File: src/rtl/queue_sensor_frontend.sv
// queue_sensor_frontend: sync, debounce and serialize two door sensors
// into step/updown commands. Define QSF_STATS_EN for the arrivals counter.
module queue_sensor_frontend #(
    parameter int DEBOUNCE_CYCLES = 1000000,
    parameter int DB_W            = 20
) (
    input  logic        clk,
    input  logic        reset,
    input  logic        enter_raw,
    input  logic        leave_raw,
    output logic        step,
    output logic        updown,
    output logic        ev_drop
`ifdef QSF_STATS_EN
    ,
    output logic [15:0] arrivals
`endif
);

    // Channel 0 is the entrance (up), channel 1 the exit (down).
    localparam logic [DB_W-1:0] CNT_LAST = DB_W'(DEBOUNCE_CYCLES - 1);

    typedef enum logic [1:0] {
        IDLE,
        PULSE,
        GAP
    } state_t;

    logic [1:0]      raw;
    logic [1:0]      sync1;
    logic [1:0]      s;
    logic [1:0]      db;
    logic [1:0]      db_q;
    logic [DB_W-1:0] cnt [2];
    logic [1:0]      req;
    logic [1:0]      pend;
    logic [1:0]      clr;
    state_t          state;
    state_t          state_d;
    logic            step_d;
    logic            updown_d;

    assign raw = {leave_raw, enter_raw};
    assign req = db & ~db_q;

    // Two-flop synchronizer for the asynchronous sensor inputs.
    always_ff @(posedge clk or posedge reset) begin
        if (reset) begin
            sync1 <= '0;
            s     <= '0;
        end else begin
            sync1 <= raw;
            s     <= sync1;
        end
    end

    // Debounce filter: accept a change only after it persists long enough.
    always_ff @(posedge clk or posedge reset) begin
        if (reset) begin
            db     <= '0;
            db_q   <= '0;
            cnt[0] <= '0;
            cnt[1] <= '0;
        end else begin
            db_q <= db;
            for (int i = 0; i < 2; i++) begin
                if (s[i] == db[i]) begin
                    cnt[i] <= '0;
                end else if (cnt[i] == CNT_LAST) begin
                    db[i]  <= s[i];
                    cnt[i] <= '0;
                end else begin
                    cnt[i] <= cnt[i] + DB_W'(1);
                end
            end
        end
    end

    // Pending flags; a new request beats a same-cycle clear.
    always_ff @(posedge clk or posedge reset) begin
        if (reset) begin
            pend    <= '0;
            ev_drop <= 1'b0;
        end else begin
            pend    <= req | (pend & ~clr);
            ev_drop <= |(req & pend & ~clr);
        end
    end

    // Command FSM state and registered outputs.
    always_ff @(posedge clk or posedge reset) begin
        if (reset) begin
            state  <= IDLE;
            step   <= 1'b0;
            updown <= 1'b0;
        end else begin
            state  <= state_d;
            step   <= step_d;
            updown <= updown_d;
        end
    end

    // Next-state logic: up has priority, then a two-cycle spacing.
    always_comb begin
        state_d  = state;
        step_d   = 1'b0;
        updown_d = updown;
        clr      = 2'b00;
        case (state)
            IDLE: begin
                if (pend[0]) begin
                    step_d   = 1'b1;
                    updown_d = 1'b1;
                    clr      = 2'b01;
                    state_d  = PULSE;
                end else if (pend[1]) begin
                    step_d   = 1'b1;
                    updown_d = 1'b0;
                    clr      = 2'b10;
                    state_d  = PULSE;
                end
            end
            PULSE:   state_d = GAP;
            GAP:     state_d = IDLE;
            default: state_d = IDLE;
        endcase
    end

`ifdef QSF_STATS_EN
    // Count issued increment commands, wrapping at 16 bits.
    always_ff @(posedge clk or posedge reset) begin
        if (reset) begin
            arrivals <= '0;
        end else if (step_d && updown_d) begin
            arrivals <= arrivals + 16'd1;
        end
    end
`endif

endmodule

File: config.mk
export PLATFORM = sky130hd
export DESIGN_NAME = queue_sensor_frontend
export DESIGN_NICKNAME = d
export VERILOG_FILES = /design/src/rtl/queue_sensor_frontend.sv
export SDC_FILE = /design/constraint.sdc
export NUM_CORES = 1
export LEC_CHECK = 0
export BUFFER_PORTS_ARGS = -buffer_cell sky130_fd_sc_hd__clkbuf_2
export CAP_MARGIN = 20
export CORE_AREA = 2 2 100 102
export CTS_CLUSTER_SIZE = 28
export DETAILED_ROUTE_END_ITERATION = 12
export DIE_AREA = 0 0 102 104
export GPL_ROUTABILITY_DRIVEN = 1
export RECOVER_POWER = 50
export SYNTH_ARGS = -nofsm -noshare
export SYNTH_HDL_FRONTEND = slang
export SYNTH_SLANG_ARGS = --single-unit
File: constraint.sdc
create_clock -name clk -period 2.7 [get_ports clk]
set_clock_uncertainty 0.2 [all_clocks]
set_input_delay 0.405 -clock clk [delete_from_list [all_inputs] [get_ports clk]]
set_output_delay 0.405 -clock clk [all_outputs]
set_load 0.005 [all_outputs]
==> results_dict.tcl, run 1 <==
set metrics [dict create \
    outcome "finished clean" \
    critPathRequiredTime_ns 2.73 \
    crit_type "reg -> reg" \
    cp_top_family "simple AND/OR/NAND/NOR gates" \
    wl_per_cell_um 11.2 \
    clk_latency_ns 0.30 \
    first_iter_violations 110 \
    p_sw_uw 297 \
    clk_path_buf_depth 2 \
    final-setup-viol-count 0 \
    drt-total-wl_um 4410 \
    maxCapViolCount 0 \
    vias 1783 \
    initial_core_util_pct 26.1 \
    p_leak_nw 1.16 \
    first_pass_iters 4 \
    avgSynthCellArea_um2 10.1 \
    multiInputGateArea_mm2 0.00107 \
    dieArea_mm2 0.0106 \
    critPathBufInv 0 \
    cts_resized 0 \
    swShare_pct 22.0 \
    synth_fp_nets 252 \
    cp_max_fo 7 \
    grt_max_degree 31 \
    synth_cell_types 32 \
    synth_area_mm2 0.00250 \
    cp-end-kind "flop" \
    grt_overflow 0 \
    hold_viol 0 \
    cts_tree "done" \
    grt_pass1_wl_um 8310 \
    diodes 0 \
    ys.flop_type "dfrtp_1" \
    cts_num_sinks 55 \
    io_pins 7 \
    crit_path_frequent_cell "or4_1" \
    final_max_slew_viol_count 0 \
    cp_slowest_cell "or4_1" \
    fmax_mhz 432 \
    root_buffer "clkbuf_8" \
    hold_path_class "in -> reg" \
    ys_top_cells_by_area "dfrtp_1 55%, xnor2_1 4.6%, nor2_1 4.4%" \
    synth_cells 246 \
    start_kind "flop" \
    fill_cells 1028 \
    cts-hold-fix-buffers 2 \
    post-route-period-util_pct 85.7 \
    grt_pass1_vias 1849 \
    period_minus_slack_ns 2.31 \
    worst_pin_slew_ns 1.13 \
    core-area_mm2 0.00955 \
    p_int_mw 1.05 \
    p_clk_share_pct 33.8 \
    maxSlewHeadroom_pct 24.4 \
    p_comb_share_pct 3.8 \
    clk_pin_slew_ns 0.09 \
    hpwl_um 3110 \
    drt.antenna.violating_nets 0 \
    netlist.area_leader.share_pct 55.1 \
    synth_seq_area_share_pct 55.1 \
    nets 265 \
    post-cts-setup-buffer-count 0 \
    synth-edff-count 0 \
    grt_util_all_layers_pct 9.47 \
    power_frac_seq_pct 62.5 \
    dieWidth_um 102 \
    area_growth_pct 13.0 \
    irDropWorstVdd_uv 225 \
    portBuffers 6 \
    worst_ep_arrival_time_ns 2.34 \
    yosysWarnings 0 \
    rsz0062_at_grt "false" \
    final_layout_size_suffix_gt1_share_pct 7.72 \
    via_per_inst 4.55 \
    path_cells "ha_1, nand2_1, or4_1, or4_1, a21oi_1" \
    yosys.area.top_type "dfrtp_1" \
    cts_buffers 5 \
    dpl.cell_count 383 \
    tns_ns 0 \
    p_per_area_mw_per_mm2 478 \
    grt_antenna_before_repair 0 \
    final_cells 392 \
    rows 36 \
    gp_congestion 0.799 \
    critPathMaxStageDelay_ns 0.63 \
    die_h_um 104 \
    drc 0 \
    final-seq-area_mm2 0.00138 \
    h-tree-depth 2 \
    synthArstFlopShare_pct 100 \
    yosys_register_bits 55 \
]
==> sequential cells by signal (all words and copies together) (netlist names), 2 cells and up <==
signal / cells
s: 2
cnt: 40
state: 2
pend: 2
db: 2
db_q: 2
sync1: 2
==> power by group through the flow <==
stage / combinational (mW) / sequential [mW] / clock (mW)
floorplan: 0.0324 / 0.857 / 0
global placement: 0.0507 / 0.858 / 0
detailed placement: 0.0514 / 0.860 / 0
CTS: 0.0537 / 0.843 / 0.475
global route: 0.0610 / 0.845 / 0.513
finish: 0.0507 / 0.843 / 0.456
==> per-layer routing <==
| metal | vias up | part of all wire [%] | global-route usage [%] |
|---|---|---|---|
| met1 | 871 | 51 | 13.1 |
| met4 | 0 | 0.68 | 3.05 |
| met2 | 21 | 45 | 14.6 |
| li1 | 889 | - | - |
| met3 | 2 | 2.8 | 2.22 |
| met5 | - | 0 | 0 |
==> synthesized netlist by cell type, drive strengths merged (2+ instances only) <==
| master | number |
|---|---|
| nor2 | 29 |
| nand2b | 2 |
| nand3 | 15 |
| and3 | 6 |
| nand4b | 2 |
| clkbuf | 5 |
| inv | 8 |
| or4 | 7 |
| o31ai | 5 |
| nand4 | 7 |
| xnor2 | 13 |
| a21oi | 14 |
| o21ai | 13 |
| nor4 | 6 |
| xor2 | 11 |
| ha | 2 |
| nand2 | 18 |
| o21a | 2 |
| and2 | 2 |
| nor2b | 2 |
| nor3 | 5 |
| nor4b | 2 |
| or3 | 9 |
| mux2 | 2 |
| dfrtp | 55 |
==> cells by family (layout without fill, tap and decap cells) <==
logic type	Yosys count	count (layout)	synth area share (%)
and+or+nand+nor	113	113	24.3
DFF	55	55	55.1
AOI/OAI and AO/OA	36	36	8.12
xor gates and xnor gates	24	24	8.42
adders and majority gates	2	2	1.00
buffers and inverters	14	27	2.16
muxes	2	2	0.902
==> cells in the final DEF, fill, tap and decap left out, types with 5 or more instances in the layout <==
master and n:
xor2_1 11, o21ai_0 12, nand3_1 14, or4_1 7, inv_1 8, dfrtp_1 55, xnor2_1 13, or3_1 9
and3_1 6, a21oi_1 14, nor4_1 6, nand2_1 18, nand4_1 6, nor2_1 29, clkbuf_8 6, nor3_1 5
==> area by class of cell <==
type	instances	share of cell area, %
clock inverters	1	0.177
well taps	133	5.90
flip-flops and latches	55	48.8
repair buffers	12	3.19
inverters	8	1.06
multi-input cells	177	38.0
clock buffers	6	2.93
==> worst paths after layout <==
kind                       startpoint       end  slack [ns]  cells past startpoint
setup / recovery               cnt[0]   cnt[18]        0.39                      5
hold / removal              leave_raw  sync1[1]        0.02                      1
setup reg to reg               cnt[0]   cnt[18]        0.39                      5
hold reg to reg              sync1[0]      s[0]        0.15                      0
max in group asynchronous       reset      s[1]        0.86                      4
min in group asynchronous       reset      step        0.72                      3
==> per-stage QoR <==
stage	total power, mW	instance area [µm²]	hold slack [ns]	util, %	setup WS, ns
final	1.35	2820	0.0155	29.5	0.385
after global routing	1.42	2820	0.000408	29.5	0.242
after CTS	1.37	2820	0.00211	29.6	0.378
after detailed placement	0.911	2720	0.136	28.4	0.398
after global placement	0.909	2720	0.135	28.4	0.431
after floorplan	0.890	2500	0.131	-	0.517
Note: power is estimated with default switching activity, not from simulation.
==> run 2: changes to the inputs <==
--- a/config.mk
+++ b/config.mk
@@ -6,12 +6,13 @@
 export NUM_CORES = 1
 export LEC_CHECK = 0
 export BUFFER_PORTS_ARGS = -buffer_cell sky130_fd_sc_hd__clkbuf_2
-export CAP_MARGIN = 20
+export CAP_MARGIN = 10
 export CORE_AREA = 2 2 100 102
 export CTS_CLUSTER_SIZE = 28
 export DETAILED_ROUTE_END_ITERATION = 12
 export DIE_AREA = 0 0 102 104
 export GPL_ROUTABILITY_DRIVEN = 1
+export PLACE_DENSITY = 0.39
 export RECOVER_POWER = 50
 export SYNTH_ARGS = -nofsm -noshare
 export SYNTH_HDL_FRONTEND = slang
==> run 2 against run 1 <==
  * Highest routed layer unchanged
  * Largest power group unchanged
  * Via count is 0.79% lower
  * Core utilization increased by 0.13 points
  * Power up 3.4%
==> results_dict.tcl, run 2 (synthesis results as in run 1) <==
set metrics [dict create \
    critPathMaxStageDelay_ns 0.65 \
    maxCapViolCount 0 \
    hold_slack_ns 0.159 \
    core-area_mm2 0.00955 \
    maxSlewHeadroom_pct 33.8 \
    regMostFlops "cnt" \
    first_pass_iters 4 \
    cp_top_family "simple AND/OR/NAND/NOR gates" \
    ff2ff_setup_slack_ns 0.31 \
    final_cell_mix "55 x dfrtp_1, 29 x nor2_1, 18 x nand2_1" \
    fmax_mhz 419 \
    diodes 0 \
    crit_type "reg -> reg" \
    drt-total-wl_um 4770 \
    start_kind "flop" \
    hold_viol 0 \
    min_path_cells 0 \
    io_pins 7 \
    post-route-period-util_pct 88.4 \
    r2r_cells 5 \
    final-setup-viol-count 0 \
    outcome "finished clean" \
    worst_pin_slew_ns 0.992 \
    tns_ns 0 \
    grt_util_all_layers_pct 10.4 \
    clk_path_buf_depth 2 \
    path_cells "ha_1, nand2_1, or4_1, or4_1, a21oi_1" \
    final_max_slew_viol_count 0 \
    cts_resized 0 \
    root_buffer "clkbuf_8" \
    dieWidth_um 102 \
    first_iter_violations 82 \
    area_growth_pct 13.5 \
    nets 265 \
    cts-hold-fix-buffers 3 \
    fill_cells 1039 \
    regToRegStartpoint "cnt[0]" \
    cts_buffers 5 \
    pre_cts_ws_ns 0.353 \
    worst_slack_ns 0.313 \
    critPathBufInv 0 \
    cp_max_fo 7 \
    clk_latency_ns 0.30 \
    clk_pin_slew_ns 0.10 \
    critPathRequiredTime_ns 2.73 \
    portBuffers 6 \
    final_layout_size_suffix_gt1_share_pct 6.54 \
    post-cts-setup-buffer-count 0 \
    cts_num_sinks 55 \
    cts_tree "done" \
    hold_path_class "reg -> reg" \
    rr_endpoint "cnt[18]" \
    p_per_area_mw_per_mm2 492 \
    via_per_inst 4.50 \
    crit_path_frequent_cell "or4_1" \
    grt_overflow 0 \
    die_h_um 104 \
    p_leak_nw 1.16 \
    h-tree-depth 2 \
    drt.antenna.violating_nets 0 \
    irDropWorstVdd_uv 205 \
    placed_area_mm2 0.00271 \
    grt_pass1_wl_um 8890 \
    cp_slowest_cell "or4_1" \
    mostFrequentLayoutCell "dfrtp_1" \
    hold-path-endpoint "s[0]" \
    vias 1769 \
    rows 36 \
    worst_ep_arrival_time_ns 2.42 \
    grt_max_degree 33 \
    hold_start "sync1[0]" \
    largest_reg_flops 40 \
    grt_antenna_before_repair 0 \
    wl_per_cell_um 12.1 \
    period_minus_slack_ns 2.39 \
    hpwl_um 3300 \
    grt_pass1_vias 1848 \
    gp_congestion 0.726 \
    rsz0062_at_grt "false" \
    initial_core_util_pct 26.1 \
    dieArea_mm2 0.0106 \
    cp-end-kind "flop" \
    final_area_mm2 0.00283 \
    drc 0 \
    final_util_pct 29.7 \
]
[run 2: cell count changes in the layout (fill, tap and decap cells not counted), sizes merged]
cell / delta
buf: -1
clkinv: -1
clkbuf: +2
dlygate4sd3: +1
[run 2: cell type report]
class	count	area (µm²)	area share, %
flip-flops and latches	55	1380	48.6
multi-input cells	177	1070	37.8
well taps	133	166	5.87
clock buffers	8	100	3.53
repair buffers	12	90.1	3.18
inverters	8	30.0	1.06
[run 2: stage by stage]
stage               power, mW  instances
floorplan               0.890        246
global placement        0.911        382
detailed placement      0.911        382
CTS                      1.43        393
global route             1.47        393
finish                   1.40        393
[run 2: report_power, final]
part | internal (mW) | leakage, nW | switching, mW
sequential | 0.833 | 0.754 | 0.00947
combinational | 0.0172 | 0.350 | 0.0347
clock | 0.235 | 0.0515 | 0.266
[run 2: worst max path at each step]
stage	to	cells after the start	slack (ns)	from
after floorplan	cnt[18]	6	0.52	cnt[0]
after global placement	cnt[18]	5	0.41	cnt[0]
after detailed placement	cnt[18]	5	0.35	cnt[0]
after CTS	cnt[18]	5	0.32	cnt[0]
after global routing	cnt[18]	5	0.22	cnt[0]
final	cnt[18]	5	0.31	cnt[0]
[run 2: metal layers]
| layer | GRT usage [%] | wire length (µm) | vias up |
|---|---|---|---|
| li1 | - | - | 890 |
| met1 | 15.3 | 2510 | 851 |
| met2 | 15.1 | 2070 | 24 |
| met3 | 2.08 | 120 | 4 |
| met4 | 3.71 | 69 | 0 |
| met5 | 0 | 0 | - |
==> run 3: changes to the inputs <==
--- a/config.mk
+++ b/config.mk
@@ -12,7 +12,7 @@
 export DETAILED_ROUTE_END_ITERATION = 12
 export DIE_AREA = 0 0 102 104
 export GPL_ROUTABILITY_DRIVEN = 1
-export PLACE_DENSITY = 0.39
+export PLACE_DENSITY_LB_ADDON = 0.1
 export RECOVER_POWER = 50
 export SYNTH_ARGS = -nofsm -noshare
 export SYNTH_HDL_FRONTEND = slang
==> run 3 against run 2 <==
  * Clock power shrank 8.6%
  * Fmax increased by 1.4%
  * Final area is 0.35% lower
  * Hold slack lost 0.0032 ns
  * Power decreased by 3.0%
  * Sequential power about the same
  * Non-clock buffer count rose by 1
  * Final cell count rose by 0.25%
  * Clock-buffer cell count is 1 lower
  * Worst setup slack better by 0.034 ns
  * Sequential share of layout area grew 0.17 points
  * Register-to-register slack gained 0.03 ns
  * Largest cell class unchanged
==> results_dict.tcl, run 3 (synthesis results as in run 1) <==
set metrics [dict create \
    outcome "finished clean" \
    cp-end-kind "flop" \
    rows 36 \
    critPathRequiredTime_ns 2.74 \
    grt_pass1_vias 1761 \
    io_pins 7 \
    final-setup-viol-count 0 \
    clk_path_buf_depth 2 \
    worst_pin_slew_ns 1.05 \
    wl_per_cell_um 12.3 \
    final_max_slew_viol_count 0 \
    largest_reg_flops 40 \
    vias 1747 \
    p_leak_nw 1.15 \
    gp_congestion 0.726 \
    grt_overflow 0 \
    grt_antenna_before_repair 0 \
    p_int_mw 1.04 \
    clk_latency_ns 0.31 \
    initial_core_util_pct 26.1 \
    crit_type "reg -> reg" \
    root_buffer "clkbuf_8" \
    swShare_pct 23.5 \
    nets 266 \
    diodes 0 \
    maxCapViolCount 0 \
    area_growth_pct 13.1 \
    maxSlewHeadroom_pct 30.1 \
    rsz0062_at_grt "false" \
    p_clk_share_pct 33.9 \
    regMostFlops "cnt" \
    drc 0 \
    first_pass_iters 4 \
    post-cts-setup-buffer-count 0 \
    mostFrequentLayoutCell "dfrtp_1" \
    hold_viol 0 \
    grt_util_all_layers_pct 10.0 \
    h-tree-depth 2 \
    final_layout_size_suffix_gt1_share_pct 6.90 \
    core-area_mm2 0.00955 \
    grt_pass1_wl_um 8490 \
    drt.antenna.violating_nets 0 \
    hold_path_class "reg -> reg" \
    power_frac_seq_pct 62.2 \
    via_per_inst 4.43 \
    worst_slack_ns 0.347 \
    p_sw_uw 319 \
    fmax_mhz 425 \
    pre_cts_ws_ns 0.346 \
    clk_pin_slew_ns 0.10 \
    p_comb_share_pct 3.9 \
    post-route-period-util_pct 87.2 \
    drt-total-wl_um 4850 \
    p_total_mw 1.35 \
    first_iter_violations 76 \
    cts_num_sinks 55 \
    cp_max_fo 7 \
    dieWidth_um 102 \
    final_cell_mix "55 x dfrtp_1, 29 x nor2_1, 18 x nand2_1" \
    start_kind "flop" \
    period_minus_slack_ns 2.35 \
    hpwl_um 3320 \
    dieArea_mm2 0.0106 \
    p_per_area_mw_per_mm2 479 \
    cts_buffers 5 \
    portBuffers 6 \
    cts_tree "done" \
    die_h_um 104 \
    tns_ns 0 \
    grt_max_degree 31 \
    irDropWorstVdd_uv 197 \
    worst_ep_arrival_time_ns 2.39 \
]
-- run 3: worst paths after layout --
kind                       cells past startpoint     start  slack [ns]      end
setup / recovery                               5    cnt[0]        0.35  cnt[18]
max in group asynchronous                      4     reset        0.92  cnt[22]
hold / removal                                 0  sync1[0]        0.16     s[0]
setup reg to reg                               5    cnt[0]        0.35  cnt[18]
min in group asynchronous                      3     reset        0.67  cnt[16]
hold reg to reg                                0  sync1[0]        0.16     s[0]
-- run 3: timing repair --
action / CTS / global route
hold endpoints to repair: 27 / 0
gates resized for setup: 0 / 0
hold buffers: 3 / 0
-- run 3: per-stage QoR --
step                instances  utilization [%]  area, µm²  hold WS [ns]
detailed placement        383             28.4       2720         0.135
global route              394             29.6       2820         0.165
floorplan                 246                -       2500         0.131
global placement          383             28.4       2720         0.134
CTS                       394             29.6       2830         0.158
finish                    394             29.6       2820         0.156
-- run 3: final cells by class --
| class | count | area [µm²] |
|---|---|---|
| Fill cell | 1056 | 6730 |
| Sequential cell | 55 | 1380 |
| Multi-Input combinational cell | 177 | 1070 |
| Tap cell | 133 | 166 |
| Timing Repair Buffer | 13 | 98.8 |
| Clock buffer | 7 | 76.3 |
| Inverter | 8 | 30.0 |
| Clock inverter | 1 | 5.00 |
-- run 3: power groups by stage --
stage	Sequential [mW]	Clock, mW	Combinational (mW)
global placement	0.859	0	0.0542
finish	0.843	0.458	0.0528
detailed placement	0.859	0	0.0526
floorplan	0.857	0	0.0324
CTS	0.843	0.483	0.0560
global route	0.845	0.522	0.0623
-- run 3: routing by layer --
metal	vias to the layer above	GRT usage (%)	share of wire [%]	routed length (µm)
met5	-	0	0	0
met4	0	3.14	0.97	47
met3	2	2.42	1.8	86
met2	13	14.6	43	2110
met1	846	14.5	54	2610
li1	886	-	-	-
-- run 3: critical path, stage by stage (launching register included) --
cell and delay, ns:
dfrtp_1 0.42, ha_1 0.26, nand2_1 0.12, or4_1 0.64
or4_1 0.50, a21oi_1 0.15
